$ cat src/rtl/idct_row_pass.sv
// idct_row_pass: row pass of the 8x8 inverse DCT, T = S' x C.
// Reads the dequantized coefficient block S' (row-major, 64 x 32-bit signed)
// through the coefficient RAM read port, multiplies it by the fixed-point
// cosine matrix C held in an internal ROM, and writes T to the T RAM.
// One signed multiplier; 8 MACs per T element, 512 MAC cycles per block.
// Ports:
//   CLOCK_50_I   clock
//   resetn       asynchronous active-low reset
//   start        one-cycle pulse: coefficient block ready
//   busy         high while a block is in flight
//   done         one-cycle pulse: T block complete
//   coeff_addr   coefficient RAM read address (r*8+k)
//   coeff_rdata  coefficient RAM read data, 1-cycle latency
//   t_we         T RAM write enable
//   t_addr       T RAM write address (r*8+c)
//   t_wdata      T element, signed
module idct_row_pass #(
  parameter int ACC_W = 48,
  parameter int SHIFT = 8
) (
  input  logic        CLOCK_50_I,
  input  logic        resetn,
  input  logic        start,
  output logic        busy,
  output logic        done,
  output logic [5:0]  coeff_addr,
  input  logic [31:0] coeff_rdata,
  output logic        t_we,
  output logic [5:0]  t_addr,
  output logic [31:0] t_wdata
);

  typedef enum logic [1:0] {S_IDLE, S_RUN, S_DRAIN} state_t;

  state_t state_q, state_d;
  logic busy_q, busy_d, done_q, done_d;
  logic [8:0] idx_q, idx_d, rd_idx;     // {r, c, k}, k fastest
  logic issue;

  logic [5:0] coeff_addr_q;
  logic v0_q, v1_q, v2_q;
  logic [2:0] r0_q, c0_q, k0_q, r1_q, c1_q, k1_q;
  logic last2_q;
  logic [5:0] addr2_q;
  logic signed [ACC_W-1:0] acc_q, acc_d, prod;
  logic signed [12:0] cval;
  logic t_we_q;
  logic [5:0] t_addr_q;
  logic [31:0] t_wdata_q;

  // C[k][c]: phase (2c+1)k in units of pi/16 is reduced mod 32 and folded onto
  // 0..8 to pick the magnitude; the fold past pi/2 supplies the sign.
  // Row 0 is the only zero phase and uses the DC scale 1448.
  function automatic logic signed [12:0] cos_rom(input logic [2:0] k, input logic [2:0] c);
    logic [4:0]  p;
    logic [4:0]  pf;
    logic [3:0]  j;
    logic        neg;
    logic [11:0] mag;
    p   = 5'({2'b00, c, 1'b1} * {3'b000, k});
    pf  = (p > 5'd16) ? 5'(6'd32 - {1'b0, p}) : p;
    neg = (pf > 5'd8);
    j   = neg ? 4'(5'd16 - pf) : pf[3:0];
    case (j)
      4'd1:    mag = 12'd2008;
      4'd2:    mag = 12'd1892;
      4'd3:    mag = 12'd1702;
      4'd4:    mag = 12'd1448;
      4'd5:    mag = 12'd1137;
      4'd6:    mag = 12'd783;
      4'd7:    mag = 12'd399;
      4'd0:    mag = 12'd1448;
      default: mag = 12'd0;
    endcase
    return neg ? -$signed({1'b0, mag}) : $signed({1'b0, mag});
  endfunction

  always_comb begin
    state_d = state_q;
    busy_d  = busy_q;
    done_d  = 1'b0;
    idx_d   = idx_q;
    issue   = 1'b0;
    rd_idx  = '0;
    case (state_q)
      S_IDLE: begin
        if (start) begin
          state_d = S_RUN;
          busy_d  = 1'b1;
          issue   = 1'b1;
          idx_d   = 9'd1;
        end
      end
      S_RUN: begin
        rd_idx = idx_q;
        issue  = 1'b1;
        idx_d  = idx_q + 9'd1;
        if (idx_q == '1) state_d = S_DRAIN;
      end
      S_DRAIN: begin
        if (!v0_q && !v1_q && !v2_q) begin
          state_d = S_IDLE;
          busy_d  = 1'b0;
          done_d  = 1'b1;
        end
      end
      default: state_d = S_IDLE;
    endcase
  end

  always_comb begin
    cval  = cos_rom(k1_q, c1_q);
    prod  = $signed({{(ACC_W-32){coeff_rdata[31]}}, coeff_rdata})
          * $signed({{(ACC_W-13){cval[12]}}, cval});
    acc_d = ((k1_q == 3'd0) ? '0 : acc_q) + prod;
  end

  always_ff @(posedge CLOCK_50_I or negedge resetn) begin
    if (!resetn) begin
      state_q      <= S_IDLE;
      busy_q       <= 1'b0;
      done_q       <= 1'b0;
      idx_q        <= '0;
      coeff_addr_q <= '0;
      v0_q         <= 1'b0;
      v1_q         <= 1'b0;
      v2_q         <= 1'b0;
      r0_q         <= '0;
      c0_q         <= '0;
      k0_q         <= '0;
      r1_q         <= '0;
      c1_q         <= '0;
      k1_q         <= '0;
      last2_q      <= 1'b0;
      addr2_q      <= '0;
      acc_q        <= '0;
      t_we_q       <= 1'b0;
      t_addr_q     <= '0;
      t_wdata_q    <= '0;
    end else begin
      state_q <= state_d;
      busy_q  <= busy_d;
      done_q  <= done_d;
      idx_q   <= idx_d;
      // stage 0: issue read, tag travels alongside
      v0_q <= issue;
      if (issue) begin
        coeff_addr_q <= {rd_idx[8:6], rd_idx[2:0]};
        r0_q         <= rd_idx[8:6];
        c0_q         <= rd_idx[5:3];
        k0_q         <= rd_idx[2:0];
      end
      // stage 1: RAM registers the address
      v1_q <= v0_q;
      r1_q <= r0_q;
      c1_q <= c0_q;
      k1_q <= k0_q;
      // stage 2: MAC with RAM data
      v2_q <= v1_q;
      if (v1_q) begin
        acc_q   <= acc_d;
        last2_q <= (k1_q == 3'd7);
        addr2_q <= {r1_q, c1_q};
      end
      // stage 3: write finished element
      t_we_q <= v2_q && last2_q;
      if (v2_q && last2_q) begin
        t_addr_q  <= addr2_q;
        t_wdata_q <= 32'(acc_q >>> SHIFT);
      end
    end
  end

  assign busy       = busy_q;
  assign done       = done_q;
  assign coeff_addr = coeff_addr_q;
  assign t_we       = t_we_q;
  assign t_addr     = t_addr_q;
  assign t_wdata    = t_wdata_q;

endmodule

$ cat config.mk
export PLATFORM = sky130hd
export DESIGN_NAME = idct_row_pass
export DESIGN_NICKNAME = d
export VERILOG_FILES = /design/src/rtl/idct_row_pass.sv
export SDC_FILE = /design/constraint.sdc
export NUM_CORES = 1
export LEC_CHECK = 0
export CELL_PAD_IN_SITES_DETAIL_PLACEMENT = 1
export CELL_PAD_IN_SITES_GLOBAL_PLACEMENT = 1
export CORE_UTILIZATION = 40
export DETAILED_ROUTE_END_ITERATION = 8
export GPL_TIMING_DRIVEN = 0
export HOLD_SLACK_MARGIN = 0.12
export PLACE_DENSITY = 0.77
export SYNTH_ARGS = -nofsm -noshare
export SYNTH_HDL_FRONTEND = slang
export SYNTH_SLANG_ARGS = --single-unit
$ cat constraint.sdc
create_clock -name CLOCK_50_I -period 33.6 [get_ports CLOCK_50_I]
set_input_delay 5.04 -clock CLOCK_50_I [delete_from_list [all_inputs] [get_ports CLOCK_50_I]]
set_output_delay 5.04 -clock CLOCK_50_I [all_outputs]
set_load 0.02 [all_outputs]
After elaboration in Yosys (flattened, before gate mapping)
Memory sizes are Yosys's and may differ from the RTL's.
Index checks and enable logic that the tools add are counted.

operators by class
  $add $sub $neg = 5
  multiply operators = 2
  $lt $le $gt $ge = 2
  equality and inequality tests = 7
  muxes and demuxes = 19
  reductions and logical operators = 13

operator list
  operator                                             number
  adder 48 bit                                         1
  two-way mux 48 bit                                   1
  multiplier 32 x 13 -> 45 bit                         1
  two-way mux 9 bit                                    2
  case mux 9 bit (2 select lines)                      1
  two-way mux 13 bit                                   1
  negator 12 -> 13 bit                                 1
  two-way mux 12 bit                                   1
  adder 9 x 1 -> 9 bit (second input constant)         1
  equality test 9 bit (second input constant)          1
  two-way mux 2 bit                                    3
  != test 2 bit (second input constant)                3
  case mux 2 bit (3 select lines)                      1
  AND reduction 3 bit                                  2
  > comparator 5 x 4 -> 1 bit (second input constant)  1
  > comparator 5 bit (second input constant)           1
  multiplier 4 x 3 -> 5 bit                            1
  two-way mux 1 bit                                    5
  two-way mux 5 bit                                    1
  subtractor 1 x 5 -> 5 bit (first input constant)     1
  two-way mux 4 bit                                    1
  case mux 1 bit (2 select lines)                      2
  nonzero test 2 bit                                   2
  subtractor 1 x 4 -> 4 bit (first input constant)     1
  other kinds (8)                                      12

word-level totals
  flip-flop bits (word level) = 134
  memory bits (read-only) = 88
  input port bits = 35
  output and inout port bits = 47
  memories = 1

memories
  memory            words  bits a word  rd ports  clocked after Yosys merged registers in  wr ports  RTL line  text
  (name not given)  8      11           1         0                                        0         64        case (j)

Longest topological paths before layout
Gate-level depths: netlist of the first run.
An unclocked memory read counts as a cell.

  word-level depth = 11
  mapped depth = 58
  gate-level depth less buffers = 54

Least setup slack after synthesis of the first run
No wires, ideal clock.

  path kind = flip-flop to flip-flop
  from = register k1_q[0]
  to = register acc_q[39]
  arrival time = 13.098 ns
  required time = 33.465 ns
  slack = 20.367 ns
  cell stages (with the launch flop) = 56
  buffers on the path = 5
  cell sequence = dfrtp_1 clkbuf_1 clkbuf_1 nand2_1 fa_1 inv_1 ha_1 fa_1 xnor2_1 xnor3_2 a211o_1 and2_1 or3_4 and2_1 nor3_1 clkbuf_1 inv_1 ha_1 [20 not listed] and2_1 a21boi_0 o21ai_0 a21o_1 a21oi_1 xnor2_1 ha_1 a21oi_1 o21ai_0 a21oi_1 o21ai_0 a21oi_1 a21oi_1 o41ai_1 o21ai_0 and3b_1 o41ai_1 nand3_1

on the way
  longest elaborated chain between the ends = 11
  elaborated cells between the ends (all ways) = 15
  those cells by class = add/sub (4); mul (2); order compare (2); mux (5); reduce/logical (1); memory (1)

RTL lines
  what                                                                      RTL line  text
  start, declared                                                           42        logic [2:0] r0_q, c0_q, k0_q, r1_q, c1_q, k1_q;
  start signal, assigned                                                    157       k1_q <= k0_q;
  multiplier 4 x 3 -> 5 bit                                                 60        p = 5'({2'b00, c, 1'b1} * {3'b000, k});
  subtractor 1 x 5 -> 5 bit or > comparator 5 bit (tied branches)           61        pf = (p > 5'd16) ? 5'(6'd32 - {1'b0, p}) : p;
  two-way mux 5 bit                                                         61
  subtractor 1 x 4 -> 4 bit or > comparator 5 x 4 -> 1 bit (tied branches)  63, 62
  two-way mux 4 bit                                                         63        j = neg ? 4'(5'd16 - pf) : pf[3:0];
  memory read (8 x 11 bit)                                                  --
  two-way mux 12 bit                                                        64
  negator 12 -> 13 bit                                                      75        return neg ? -$signed({1'b0, mag}) : $signed({1'b0, mag});
  two-way mux 13 bit                                                        75
  multiplier 32 x 13 -> 45 bit                                              114       * $signed({{(ACC_W-13){cval[12]}}, cval});
  adder 48 bit (*)                                                          115       acc_d = ((k1_q == 3'd0) ? '0 : acc_q) + prod;
  end signal, assigned                                                      136       acc_q <= '0;
  end signal, assigned                                                      161       acc_q <= acc_d;
  end, declared                                                             45        logic signed [ACC_W-1:0] acc_q, acc_d, prod;

Every way passes the cells marked *; elsewhere a longest branch is shown, timed or not.
A chain may end at the register's enable or synchronous reset.

Worst setup path in the final report of the first run
Ends and elaborated chain as after synthesis.

==> results of run 1 <==
[how the worst min path moves through the flow]
| stage | end | slack (ns) | depth (start not counted) | from |
|---|---|---|---|---|
| final | v2_q | 0.37 | 0 | v1_q |
| after global routing | c1_q[2] | 0.38 | 0 | c0_q[2] |
| after CTS | v2_q | 0.38 | 0 | v1_q |
| after detailed placement | c1_q[2] | 0.36 | 0 | c0_q[2] |
| after global placement | v2_q | 0.36 | 0 | v1_q |
| after floorplan | v2_q | 0.35 | 0 | v1_q |
[per-layer routing]
layer  routed length [um]  GRT usage [%]
met4                 1880           7.91
met1                24800           32.3
met5                   11              0
met3                 3730           4.89
met2                29100           42.1
[cells by family after synthesis]
kind of cell | count (synthesis) | synth area share [%]
mux | 70 | 4.11
flops | 120 | 15.3
simple gates | 695 | 16.7
fa+ha+maj | 485 | 43.9
xor+xnor | 85 | 4.04
buf+inv | 376 | 7.18
compound gates | 273 | 8.86
[sequential cells by signal, indices dropped and copies added, names as in the netlist]
register    cells
v0_q            1
c1_q            3
r1_q            3
k1_q            3
t_wdata        32
done            1
v2_q            1
busy            1
t_we            1
v1_q            1
last2_q         1
idx_q           9
addr2_q         6
c0_q            3
acc_q          40
state_q         2
coeff_addr      6
t_addr          6
[cells in the mapped netlist, types with 3 or more instances]
cell                       count  area share (%)
sky130_fd_sc_hd__a31o_2        4            0.18
sky130_fd_sc_hd__fa_1        342              35
sky130_fd_sc_hd__inv_1       275             5.2
sky130_fd_sc_hd__and2_1       92             2.9
sky130_fd_sc_hd__a21oi_1      75             1.9
sky130_fd_sc_hd__clkbuf_1     96             1.8
sky130_fd_sc_hd__and3_1       35             1.1
sky130_fd_sc_hd__o41ai_1       5            0.22
sky130_fd_sc_hd__o31ai_1      12            0.46
sky130_fd_sc_hd__o21ai_0      60             1.5
sky130_fd_sc_hd__or3_1         8            0.25
sky130_fd_sc_hd__a21o_1       33             1.3
sky130_fd_sc_hd__nand4_1       9            0.29
sky130_fd_sc_hd__nor3_1       21            0.53
sky130_fd_sc_hd__mux2_2       66             3.8
sky130_fd_sc_hd__dfrtp_1     120              15
sky130_fd_sc_hd__xnor2_1      66             2.9
sky130_fd_sc_hd__nand2_1     344             6.6
sky130_fd_sc_hd__o21ai_1       5            0.13
sky130_fd_sc_hd__a21boi_0      3            0.11
sky130_fd_sc_hd__o21bai_1     11            0.42
sky130_fd_sc_hd__nor2b_1      48             1.5
sky130_fd_sc_hd__nor2_1       76             1.4
sky130_fd_sc_hd__nand3_1      20            0.51
sky130_fd_sc_hd__o211a_1       3            0.15
sky130_fd_sc_hd__o311ai_0      4            0.18
sky130_fd_sc_hd__o21a_1       11            0.42
sky130_fd_sc_hd__a31oi_1      11            0.35
sky130_fd_sc_hd__nand2b_1     13            0.41
sky130_fd_sc_hd__ha_1        143             9.1
sky130_fd_sc_hd__a211oi_1     11            0.42
sky130_fd_sc_hd__nor4_1        6            0.19
sky130_fd_sc_hd__buf_1         3           0.057
sky130_fd_sc_hd__a211o_1       7            0.31
sky130_fd_sc_hd__xor2_1       15            0.67
sky130_fd_sc_hd__or2_2        12            0.38
[final cells by class]
type                    instances  share of cell area, %
clock buffers                  17                   1.94
well taps                     656                   3.74
repair buffers                 81                   3.76
inverters                     276                   4.72
clock inverters                15                  0.793
flip-flops and latches        120                   13.7
plain buffers                 100                   1.72
multi-input cells            1608                   69.6
[critical path, delay by kind of cell (launching register included)]
| family | cells | cell delay (ns) |
|---|---|---|
| adders and majority gates | 12 | 5.37 |
| AOI/OAI and AO/OA | 17 | 4.91 |
| buffers and inverters | 12 | 3.32 |
| and+or+nand+nor | 8 | 2.03 |
| xor gates and xnor gates | 3 | 0.91 |
| DFF | 1 | 0.47 |
[through the flow]
stage | hold slack [ns] | setup WS [ns] | cell area, um^2
3_3_place_gp | 0.359 | 16.91 | 21300
2_1_floorplan | 0.352 | 20.37 | 19700
3_5_place_dp | 0.363 | 16.53 | 21300
6_report | 0.375 | 16.44 | 21900
4_1_cts | 0.377 | 16.47 | 21900
5_1_grt | 0.381 | 15.27 | 21900
==> impl_results.html, run 1 <==
<table>
<tr><th>Metric</th><th>Value</th></tr>
<tr><th colspan="2">Setup path</th></tr>
<tr><td>Maximum fanout count along the critical path</td><td>10</td></tr>
<tr><td>CP startpoint kind</td><td>flip-flop</td></tr>
<tr><td>Setup slack of the most critical reg-to-reg path</td><td>16.44 ns</td></tr>
<tr><td>Kind of critical path</td><td>flip-flop to flip-flop</td></tr>
<tr><td>Setup crit start</td><td>k1_q[0]</td></tr>
<tr><td>Critical Path End Type</td><td>flip-flop</td></tr>
<tr><td>Data required, critical path</td><td>33.89 ns</td></tr>
<tr><td>Critical Path Sink</td><td>acc_q[39]</td></tr>
<tr><td>FF-to-FF End</td><td>acc_q[39]</td></tr>
<tr><td>Library cell appearing most often on the critical path</td><td>sky130_fd_sc_hd__fa_1</td></tr>
<tr><td>Cell with the largest stage delay on the worst path</td><td>sky130_fd_sc_hd__nor3_1</td></tr>
<tr><td>Depth of the worst register-to-register path</td><td>52</td></tr>
<tr><td>Crit path DAT</td><td>17.45 ns</td></tr>
<tr><td>Maximum cell stage delay along the critical path</td><td>0.79 ns</td></tr>
<tr><td>Critical R2R Launch</td><td>k1_q[0]</td></tr>
<tr><th colspan="2">Final layout</th></tr>
<tr><td>Antenna Diode Count</td><td>0</td></tr>
<tr><td>Sequential cell area</td><td>3000 um^2</td></tr>
<tr><td>Commonest cells after routing, fill and taps aside</td><td>344 x sky130_fd_sc_hd__nand2_1, 342 x sky130_fd_sc_hd__fa_1, 275 x sky130_fd_sc_hd__inv_1</td></tr>
<tr><td>Final core area utilization</td><td>45.6%</td></tr>
<tr><td>Nets@finish</td><td>2,724</td></tr>
<tr><td>Non-Filler Instances</td><td>2,873</td></tr>
<tr><td>Layout filler cell count</td><td>5,576</td></tr>
<tr><td>Area of the multi-input gates</td><td>15,300 um^2</td></tr>
<tr><td>Layout overhead on the synthesized area</td><td>11.4%</td></tr>
<tr><td>Fraction of final layout cells sized beyond drive strength 1</td><td>5.82%</td></tr>
<tr><td>Leading cell type in the layout, fill and taps excluded</td><td>sky130_fd_sc_hd__nand2_1</td></tr>
<tr><th colspan="2">Global route</th></tr>
<tr><td>Aggregate global-route resource usage</td><td>25.0%</td></tr>
<tr><td>Wire length of the first global-routing pass</td><td>96,600 um</td></tr>
<tr><td>Aggregate global routing overflow</td><td>0</td></tr>
<tr><td>Initial antenna violation count</td><td>1</td></tr>
<tr><td>Largest net degree at the start of global routing</td><td>68</td></tr>
<tr><td>Number of global-route vias before repair</td><td>17,600</td></tr>
<tr><th colspan="2">Timing</th></tr>
<tr><td>Accumulated negative setup slack</td><td>0 ns</td></tr>
<tr><td>Max-slew violations</td><td>0</td></tr>
<tr><td>Post-layout minimum cycle time</td><td>17.16 ns</td></tr>
<tr><td>Final hold vios</td><td>0</td></tr>
<tr><td>Slew of the pin with the lowest slew margin</td><td>1.33 ns</td></tr>
<tr><td>Worst clock skew</td><td>0.0112 ns</td></tr>
<tr><td>Total setup violations reported at the end of the flow</td><td>0</td></tr>
<tr><td>Worst rel slew slack</td><td>10.2%</td></tr>
<tr><td>Timing-limited maximum frequency</td><td>58.3 MHz</td></tr>
<tr><td>RSZ-0062 raised after global routing</td><td>no</td></tr>
<tr><td>Period Utilization, post-route</td><td>51.1%</td></tr>
<tr><th colspan="2">Clock tree</th></tr>
<tr><td>Resized Gates After CTS</td><td>0</td></tr>
<tr><td>Root buffer selected by CTS</td><td>sky130_fd_sc_hd__clkbuf_16</td></tr>
<tr><td>Buffers inserted during post-CTS setup optimization</td><td>0</td></tr>
<tr><td>Clock insertion delay at the later pin of the skew report</td><td>0.43 ns</td></tr>
<tr><td>CTS tree</td><td>done</td></tr>
<tr><td>CTS Buffer Depth</td><td>2</td></tr>
<tr><td>Hold-fix buffers, CTS</td><td>0</td></tr>
<tr><td>Number of buffers created by CTS</td><td>17</td></tr>
<tr><td>Total number of H-tree levels</td><td>4</td></tr>
<tr><td>Clock slew at reported path FFs</td><td>0.06 ns</td></tr>
<tr><td>Sinks on Clock Net</td><td>120</td></tr>
<tr><th colspan="2">Synthesis</th></tr>
<tr><td>Number of enable flip-flop cells after synthesis</td><td>0</td></tr>
<tr><td>Flops &amp; latches, synth</td><td>120</td></tr>
<tr><td>Post-synthesis area per instance</td><td>9.36 um^2</td></tr>
<tr><td>Yosys warning count</td><td>0</td></tr>
<tr><td>Sequential share of the synthesized area</td><td>15.3%</td></tr>
<tr><td>Number of nets produced by synthesis</td><td>2,624</td></tr>
<tr><td>Distinct cell type count of the synthesized netlist</td><td>66</td></tr>
<tr><td>Commonest register cell after synthesis</td><td>sky130_fd_sc_hd__dfrtp_1</td></tr>
<tr><td>Gate Count Post-Synth</td><td>2,104</td></tr>
<tr><td>Share of synthesized registers carrying an async set or reset</td><td>100%</td></tr>
<tr><td>Mapped cell area</td><td>19,700 um^2</td></tr>
<tr><th colspan="2">Floorplanning</th></tr>
<tr><td>Die width</td><td>224 um</td></tr>
<tr><td>Number of top-level pins</td><td>82</td></tr>
<tr><td>Area of the die</td><td>50,100 um^2</td></tr>
<tr><td>Height of the die</td><td>224 um</td></tr>
<tr><td>Placeable core region</td><td>48,100 um^2</td></tr>
<tr><td>Initial core utilization</td><td>40.9%</td></tr>
<tr><td>Site row count</td><td>80</td></tr>
<tr><th colspan="2">Detailed routing</th></tr>
<tr><td>Routed wire length</td><td>59,500 um</td></tr>
<tr><td>Number of design rule violations left after detail routing</td><td>0</td></tr>
<tr><td>Wire per inst</td><td>20.7 um</td></tr>
<tr><td>Detail Route Antenna Nets</td><td>0</td></tr>
<tr><td>1st-pass router iterations</td><td>6</td></tr>
<tr><td>Post-detailed-route via-to-cell ratio</td><td>5.37</td></tr>
<tr><td>Drt initial violations</td><td>912</td></tr>
<tr><td>Via Count</td><td>15,400</td></tr>
<tr><th colspan="2">Placed design</th></tr>
<tr><td>Quantity of I/O buffers inserted on ports</td><td>79</td></tr>
<tr><td>Instance count after placement with tap cells included</td><td>2,841</td></tr>
<tr><td>HPWL after DPL</td><td>49,400 um</td></tr>
<tr><td>Final estimated routing congestion in global placement</td><td>0.912</td></tr>
<tr><th colspan="2">Worst hold path</th></tr>
<tr><td>Worst Hold Class</td><td>flip-flop to flip-flop</td></tr>
<tr><th colspan="2">Outcome</th></tr>
<tr><td>Outcome</td><td>finished clean</td></tr>
<tr><th colspan="2">Run</th></tr>
<tr><td>Max capacitance violation total</td><td>0</td></tr>
</table>
Power of run 1 is not shown: default switching activity piles up to over one toggle a cycle in this logic, so the estimate is an artifact.
==> inputs of run 2 (changes only) <==
clock period = 15.9 ns   (was 33.6 ns; I/O delays follow)
==> run 2 against run 1 <==
Net effect: clock skew barely moved; cell count did not move; cell area rose by 0.38%; flip-flop and latch count did not move; worst hold slack barely moved; critical path type unchanged; critical endpoint unchanged; highest routed layer is now met4.
==> impl_results.html, run 2 (same netlist as run 1, synthesis figures left out) <==
<table>
<tr><th>Metric</th><th>Value</th></tr>
<tr><th colspan="2">Floorplanning</th></tr>
<tr><td>Height of the die</td><td>224 um (unchanged)</td></tr>
<tr><td>Area of the die</td><td>50,100 um^2 (unchanged)</td></tr>
<tr><td>Site row count</td><td>80 (unchanged)</td></tr>
<tr><td>Initial core utilization</td><td>40.9% (unchanged)</td></tr>
<tr><td>Number of top-level pins</td><td>82 (unchanged)</td></tr>
<tr><td>Placeable core region</td><td>48,100 um^2 (unchanged)</td></tr>
<tr><td>Die width</td><td>224 um (unchanged)</td></tr>
<tr><th colspan="2">Outcome</th></tr>
<tr><td>Outcome</td><td>finished clean (unchanged)</td></tr>
<tr><th colspan="2">Clock tree</th></tr>
<tr><td>CTS Buffer Depth</td><td>2 (unchanged)</td></tr>
<tr><td>Clock insertion delay at the later pin of the skew report</td><td>0.43 ns (about the same)</td></tr>
<tr><td>CTS tree</td><td>done (unchanged)</td></tr>
<tr><td>Sinks on Clock Net</td><td>120 (unchanged)</td></tr>
<tr><td>Total number of H-tree levels</td><td>4 (unchanged)</td></tr>
<tr><td>Clock slew at reported path FFs</td><td>0.06 ns (about the same)</td></tr>
<tr><td>Root buffer selected by CTS</td><td>sky130_fd_sc_hd__clkbuf_16 (unchanged)</td></tr>
<tr><td>Buffers inserted during post-CTS setup optimization</td><td>0 (unchanged)</td></tr>
<tr><td>Number of buffers created by CTS</td><td>17 (unchanged)</td></tr>
<tr><td>Hold-fix buffers, CTS</td><td>0 (unchanged)</td></tr>
<tr><th colspan="2">Final layout</th></tr>
<tr><td>Top reg by flops</td><td>acc_q (unchanged)</td></tr>
<tr><td>Layout overhead on the synthesized area</td><td>11.9% (was 11.4%)</td></tr>
<tr><td>Nets@finish</td><td>2,724 (unchanged)</td></tr>
<tr><td>Antenna Diode Count</td><td>0 (unchanged)</td></tr>
<tr><td>Leading cell type in the layout, fill and taps excluded</td><td>sky130_fd_sc_hd__nand2_1 (unchanged)</td></tr>
<tr><td>Layout filler cell count</td><td>5,570 (was 5,576)</td></tr>
<tr><td>Commonest cells after routing, fill and taps aside</td><td>344 x sky130_fd_sc_hd__nand2_1, 342 x sky130_fd_sc_hd__fa_1, 275 x sky130_fd_sc_hd__inv_1 (unchanged)</td></tr>
<tr><td>Number of flip-flops under the largest register name</td><td>40 (unchanged)</td></tr>
<tr><td>Fraction of final layout cells sized beyond drive strength 1</td><td>6.41% (was 5.82%)</td></tr>
<tr><th colspan="2">Detailed routing</th></tr>
<tr><td>Routed wire length</td><td>59,700 um (was 59,500 um)</td></tr>
<tr><td>1st-pass router iterations</td><td>7 (was 6)</td></tr>
<tr><td>Wire per inst</td><td>20.8 um (was 20.7 um)</td></tr>
<tr><td>Number of design rule violations left after detail routing</td><td>0 (unchanged)</td></tr>
<tr><td>Post-detailed-route via-to-cell ratio</td><td>5.37 (about the same)</td></tr>
<tr><td>Drt initial violations</td><td>842 (was 912)</td></tr>
<tr><td>Via Count</td><td>15,400 (about the same)</td></tr>
<tr><td>Detail Route Antenna Nets</td><td>0 (unchanged)</td></tr>
<tr><th colspan="2">Setup path</th></tr>
<tr><td>Maximum fanout count along the critical path</td><td>10 (unchanged)</td></tr>
<tr><td>CP startpoint kind</td><td>flip-flop (unchanged)</td></tr>
<tr><td>Library cell appearing most often on the critical path</td><td>sky130_fd_sc_hd__fa_1 (unchanged)</td></tr>
<tr><td>Cell with the largest stage delay on the worst path</td><td>sky130_fd_sc_hd__fa_1 (was sky130_fd_sc_hd__nor3_1)</td></tr>
<tr><td>Maximum cell stage delay along the critical path</td><td>0.57 ns (was 0.79 ns)</td></tr>
<tr><td>Dominant delay contributor by cell family on the critical path</td><td>adder cells (unchanged)</td></tr>
<tr><td>Crit path DAT</td><td>15.35 ns (was 17.45 ns)</td></tr>
<tr><td>Kind of critical path</td><td>flip-flop to flip-flop (unchanged)</td></tr>
<tr><td>Count of buffer and inverter cells on the critical path</td><td>12 (unchanged)</td></tr>
<tr><td>Data required, critical path</td><td>16.20 ns (was 33.89 ns)</td></tr>
<tr><td>Critical Path End Type</td><td>flip-flop (unchanged)</td></tr>
<tr><th colspan="2">Timing</th></tr>
<tr><td>Post-layout minimum cycle time</td><td>15.06 ns (was 17.16 ns)</td></tr>
<tr><td>Slew of the pin with the lowest slew margin</td><td>1.34 ns (was 1.33 ns)</td></tr>
<tr><td>Final hold vios</td><td>0 (unchanged)</td></tr>
<tr><td>Max-slew violations</td><td>0 (unchanged)</td></tr>
<tr><td>Total setup violations reported at the end of the flow</td><td>0 (unchanged)</td></tr>
<tr><td>RSZ-0062 raised after global routing</td><td>no (unchanged)</td></tr>
<tr><td>Period Utilization, post-route</td><td>94.7% (was 51.1%)</td></tr>
<tr><td>Final critical-path setup slack</td><td>0.845 ns (was 16.44 ns)</td></tr>
<tr><td>Timing-limited maximum frequency</td><td>66.4 MHz (was 58.3 MHz)</td></tr>
<tr><td>Worst rel slew slack</td><td>9.57% (was 10.2%)</td></tr>
<tr><td>Worst clock skew</td><td>0.0114 ns (was 0.0112 ns)</td></tr>
<tr><th colspan="2">Worst hold path</th></tr>
<tr><td>Worst Hold Class</td><td>flip-flop to flip-flop (unchanged)</td></tr>
<tr><th colspan="2">Placed design</th></tr>
<tr><td>HPWL after DPL</td><td>49,400 um (unchanged)</td></tr>
<tr><td>Pre-CTS setup slack</td><td>-1.17 ns (was 16.53 ns)</td></tr>
<tr><td>Final estimated routing congestion in global placement</td><td>0.912 (unchanged)</td></tr>
<tr><td>Quantity of I/O buffers inserted on ports</td><td>79 (unchanged)</td></tr>
<tr><th colspan="2">Run</th></tr>
<tr><td>Max capacitance violation total</td><td>0 (unchanged)</td></tr>
<tr><th colspan="2">Global route</th></tr>
<tr><td>Initial antenna violation count</td><td>0 (was 1)</td></tr>
<tr><td>Wire length of the first global-routing pass</td><td>97,000 um (was 96,600 um)</td></tr>
<tr><td>Largest net degree at the start of global routing</td><td>68 (unchanged)</td></tr>
<tr><td>Number of global-route vias before repair</td><td>17,500 (was 17,600)</td></tr>
<tr><td>Aggregate global routing overflow</td><td>0 (unchanged)</td></tr>
<tr><td>Aggregate global-route resource usage</td><td>25.0% (about the same)</td></tr>
</table>
[run 2: layout make-up]
cell class | instances | area, um^2 | area share (%)
Multi-Input combinational cell | 1608 | 15300 | 69.7
Sequential cell | 120 | 3000 | 13.6
Inverter | 276 | 1040 | 4.71
Timing Repair Buffer | 81 | 825 | 3.74
Tap cell | 656 | 821 | 3.73
Clock buffer | 17 | 425 | 1.93
Buffer | 100 | 390 | 1.77
Clock inverter | 15 | 174 | 0.790
[run 2: metrics by stage]
step           instances  utilization [%]  hold WS [ns]  setup TNS, ns  cell area (um^2)
2_1_floorplan       2104                -         0.352              0             19700
3_3_place_gp        2839             44.2         0.359          -1.23             21300
3_5_place_dp        2841             44.3         0.363          -3.52             21300
4_1_cts             2873             45.6         0.377              0             22000
5_1_grt             2873             45.7         0.381              0             22000
6_report            2873             45.7         0.374              0             22000
[run 2: per-layer routing]
metal | up-vias | routed length, um | track usage, % | part of all wire (%)
met5 | - | 0 | 0 | 0
li1 | 6905 | - | - | -
met2 | 342 | 29500 | 42.7 | 49
met3 | 66 | 2790 | 3.76 | 4.7
met1 | 8120 | 25900 | 33.0 | 43
met4 | 0 | 1500 | 6.72 | 2.5
[run 2: worst paths after layout]
check                      cells past startpoint          end  slack, ns  startpoint
max                                           52    acc_q[39]       0.84     k1_q[0]
min in group asynchronous                      1  t_wdata[28]       1.91      resetn
min reg2reg                                    0         v2_q       0.37        v1_q
min                                            0         v2_q       0.37        v1_q
max in group asynchronous                      2     acc_q[9]      13.26      resetn
max reg2reg                                   52    acc_q[39]       0.84     k1_q[0]
[run 2: timing repair]
action	4_1_cts	5_1_grt
endpoints found under the hold margin	0	0
resized for setup	9	17
setup endpoints to repair	11	5
cloned	0	0
Power of run 2 is left out for the same reason.
==> inputs of run 3 (changes only) <==
CELL_PAD_IN_SITES_DETAIL_PLACEMENT = unset   (was 1)
CELL_PAD_IN_SITES_GLOBAL_PLACEMENT = unset   (was 1)
PLACE_DENSITY = 0.64   (was 0.77)
SKIP_CTS_REPAIR_TIMING = 1   (was unset)
==> run 3 against run 2 <==
Net effect: utilization shrank 0.11 points; non-clock buffer count is the same; highest routed layer unchanged; flip-flop and latch count is the same; die area is the same.
==> impl_results.html, run 3 (same netlist as run 1, synthesis figures left out) <==
<table>
<tr><th>Metric</th><th>Value</th></tr>
<tr><th colspan="2">Outcome</th></tr>
<tr><td>Outcome</td><td>finished clean (unchanged)</td></tr>
<tr><th colspan="2">Final layout</th></tr>
<tr><td>Top reg by flops</td><td>acc_q (unchanged)</td></tr>
<tr><td>Number of flip-flops under the largest register name</td><td>40 (unchanged)</td></tr>
<tr><td>Leading cell type in the layout, fill and taps excluded</td><td>sky130_fd_sc_hd__nand2_1 (unchanged)</td></tr>
<tr><td>Layout overhead on the synthesized area</td><td>11.6% (was 11.9%)</td></tr>
<tr><td>Commonest cells after routing, fill and taps aside</td><td>344 x sky130_fd_sc_hd__nand2_1, 342 x sky130_fd_sc_hd__fa_1, 275 x sky130_fd_sc_hd__inv_1 (unchanged)</td></tr>
<tr><td>Nets@finish</td><td>2,724 (unchanged)</td></tr>
<tr><td>Fraction of final layout cells sized beyond drive strength 1</td><td>6.31% (was 6.41%)</td></tr>
<tr><th colspan="2">Detailed routing</th></tr>
<tr><td>Drt initial violations</td><td>943 (was 842)</td></tr>
<tr><td>Post-detailed-route via-to-cell ratio</td><td>5.29 (was 5.37)</td></tr>
<tr><td>Detail Route Antenna Nets</td><td>0 (unchanged)</td></tr>
<tr><td>Routed wire length</td><td>53,900 um (was 59,700 um)</td></tr>
<tr><td>Via Count</td><td>15,200 (was 15,400)</td></tr>
<tr><td>Number of design rule violations left after detail routing</td><td>0 (unchanged)</td></tr>
<tr><td>Wire per inst</td><td>18.7 um (was 20.8 um)</td></tr>
<tr><td>1st-pass router iterations</td><td>5 (was 7)</td></tr>
<tr><th colspan="2">Clock tree</th></tr>
<tr><td>Clock slew at reported path FFs</td><td>0.06 ns (about the same)</td></tr>
<tr><td>Number of buffers created by CTS</td><td>17 (unchanged)</td></tr>
<tr><td>Sinks on Clock Net</td><td>120 (unchanged)</td></tr>
<tr><td>Total number of H-tree levels</td><td>4 (unchanged)</td></tr>
<tr><td>Clock insertion delay at the later pin of the skew report</td><td>0.42 ns (was 0.43 ns)</td></tr>
<tr><td>Root buffer selected by CTS</td><td>sky130_fd_sc_hd__clkbuf_16 (unchanged)</td></tr>
<tr><td>CTS Buffer Depth</td><td>2 (unchanged)</td></tr>
<tr><td>CTS tree</td><td>done (unchanged)</td></tr>
<tr><th colspan="2">Timing</th></tr>
<tr><td>Total setup violations reported at the end of the flow</td><td>0 (unchanged)</td></tr>
<tr><td>Timing-limited maximum frequency</td><td>66.1 MHz (was 66.4 MHz)</td></tr>
<tr><td>Worst rel slew slack</td><td>9.07% (was 9.57%)</td></tr>
<tr><td>Slew of the pin with the lowest slew margin</td><td>1.36 ns (was 1.34 ns)</td></tr>
<tr><td>Max-slew violations</td><td>0 (unchanged)</td></tr>
<tr><td>Period Utilization, post-route</td><td>95.1% (was 94.7%)</td></tr>
<tr><td>Final hold vios</td><td>0 (unchanged)</td></tr>
<tr><td>Final critical-path setup slack</td><td>0.773 ns (was 0.845 ns)</td></tr>
<tr><td>Post-layout minimum cycle time</td><td>15.13 ns (was 15.06 ns)</td></tr>
<tr><td>Worst clock skew</td><td>0.0117 ns (was 0.0114 ns)</td></tr>
<tr><th colspan="2">Global route</th></tr>
<tr><td>Largest net degree at the start of global routing</td><td>100 (was 68)</td></tr>
<tr><td>Number of global-route vias before repair</td><td>16,300 (was 17,500)</td></tr>
<tr><td>Aggregate global routing overflow</td><td>0 (unchanged)</td></tr>
<tr><td>Aggregate global-route resource usage</td><td>22.6% (was 25.0%)</td></tr>
<tr><td>Initial antenna violation count</td><td>2 (was 0)</td></tr>
<tr><td>Wire length of the first global-routing pass</td><td>88,200 um (was 97,000 um)</td></tr>
<tr><th colspan="2">Setup path</th></tr>
<tr><td>Crit path DAT</td><td>15.41 ns (was 15.35 ns)</td></tr>
<tr><td>Cell with the largest stage delay on the worst path</td><td>sky130_fd_sc_hd__a211oi_2 (was sky130_fd_sc_hd__fa_1)</td></tr>
<tr><td>CP startpoint kind</td><td>flip-flop (unchanged)</td></tr>
<tr><td>Data required, critical path</td><td>16.18 ns (was 16.20 ns)</td></tr>
<tr><td>Maximum fanout count along the critical path</td><td>10 (unchanged)</td></tr>
<tr><td>Kind of critical path</td><td>flip-flop to flip-flop (unchanged)</td></tr>
<tr><td>Critical Path End Type</td><td>flip-flop (unchanged)</td></tr>
<tr><td>Maximum cell stage delay along the critical path</td><td>0.80 ns (was 0.57 ns)</td></tr>
<tr><td>Library cell appearing most often on the critical path</td><td>sky130_fd_sc_hd__fa_1 (unchanged)</td></tr>
<tr><th colspan="2">Placed design</th></tr>
<tr><td>Pre-CTS setup slack</td><td>-0.810 ns (was -1.17 ns)</td></tr>
<tr><td>Quantity of I/O buffers inserted on ports</td><td>79 (unchanged)</td></tr>
<tr><td>Final estimated routing congestion in global placement</td><td>0.957 (was 0.912)</td></tr>
<tr><td>HPWL after DPL</td><td>44,400 um (was 49,400 um)</td></tr>
<tr><th colspan="2">Floorplanning</th></tr>
<tr><td>Height of the die</td><td>224 um (unchanged)</td></tr>
<tr><td>Die width</td><td>224 um (unchanged)</td></tr>
<tr><td>Number of top-level pins</td><td>82 (unchanged)</td></tr>
<tr><td>Initial core utilization</td><td>40.9% (unchanged)</td></tr>
<tr><td>Site row count</td><td>80 (unchanged)</td></tr>
<tr><td>Placeable core region</td><td>48,100 um^2 (unchanged)</td></tr>
<tr><td>Area of the die</td><td>50,100 um^2 (unchanged)</td></tr>
<tr><th colspan="2">Worst hold path</th></tr>
<tr><td>Worst Hold Class</td><td>flip-flop to flip-flop (unchanged)</td></tr>
<tr><th colspan="2">Run</th></tr>
<tr><td>Max capacitance violation total</td><td>0 (unchanged)</td></tr>
</table>
[run 3: changes by cell type in the layout (fill, tap and decap cells not counted), sizes merged]
cell,previous run,this run
diode,0,3
clkinv,6,4
clkinvlp,0,2
buf,8,7
bufinv,0,1
clkbuf,112,113
inv,285,284
[run 3: final timing paths]
path	cells past startpoint	slack, ns	endpoint	startpoint
setup reg to reg	53	0.77	acc_q[39]	k1_q[0]
hold / removal	0	0.38	v2_q	v1_q
setup / recovery	53	0.77	acc_q[39]	k1_q[0]
min in group asynchronous	1	1.83	acc_q[33]	resetn
hold reg to reg	0	0.38	v2_q	v1_q
max in group asynchronous	2	13.33	t_wdata[7]	resetn
[run 3: area by class of cell]
class                      instances  area [um^2]
tap                              656          821
sequential                       120         3000
inverter                         276         1040
clock inverter                    15          151
clock buffer                      17          425
multi-input combinational       1608        15300
antenna                            3         7.51
timing repair buffer              81          827
buffer                           100          388
fill                            4619        26200
[run 3: metrics by stage]
stage / std cells / hold slack [ns] / area [um^2] / utilization [%] / TNS (ns)
2_1_floorplan: 2104 / 0.352 / 19700 / - / 0
3_3_place_gp: 2839 / 0.358 / 21300 / 44.2 / -0.673
3_5_place_dp: 2841 / 0.367 / 21300 / 44.3 / -1.02
4_1_cts: 2873 / 0.376 / 21900 / 45.5 / -1.25
5_1_grt: 2873 / 0.392 / 22000 / 45.6 / -0.00595
6_report: 2876 / 0.375 / 22000 / 45.6 / 0
[run 3: per-layer routing]
metal	global-route usage (%)	up-vias	share of wire (%)
met3	3.04	72	7.0
met5	0	-	0
met2	36.2	536	46
li1	-	6934	-
met1	32.3	7660	45
met4	5.88	0	2.5
[run 3: worst max-delay path: cells and delay by family (launching register included)]
family / cells / cell delay [ns]
buffers and inverters: 11 / 1.84
flip-flops: 1 / 0.45
adder cells (fa/ha/maj): 12 / 5.20
AO/OA/AOI/OAI: 18 / 4.82
AND/OR/NAND/NOR: 10 / 2.06
XOR/XNOR: 2 / 0.62
Power of run 3 is left out for the same reason.
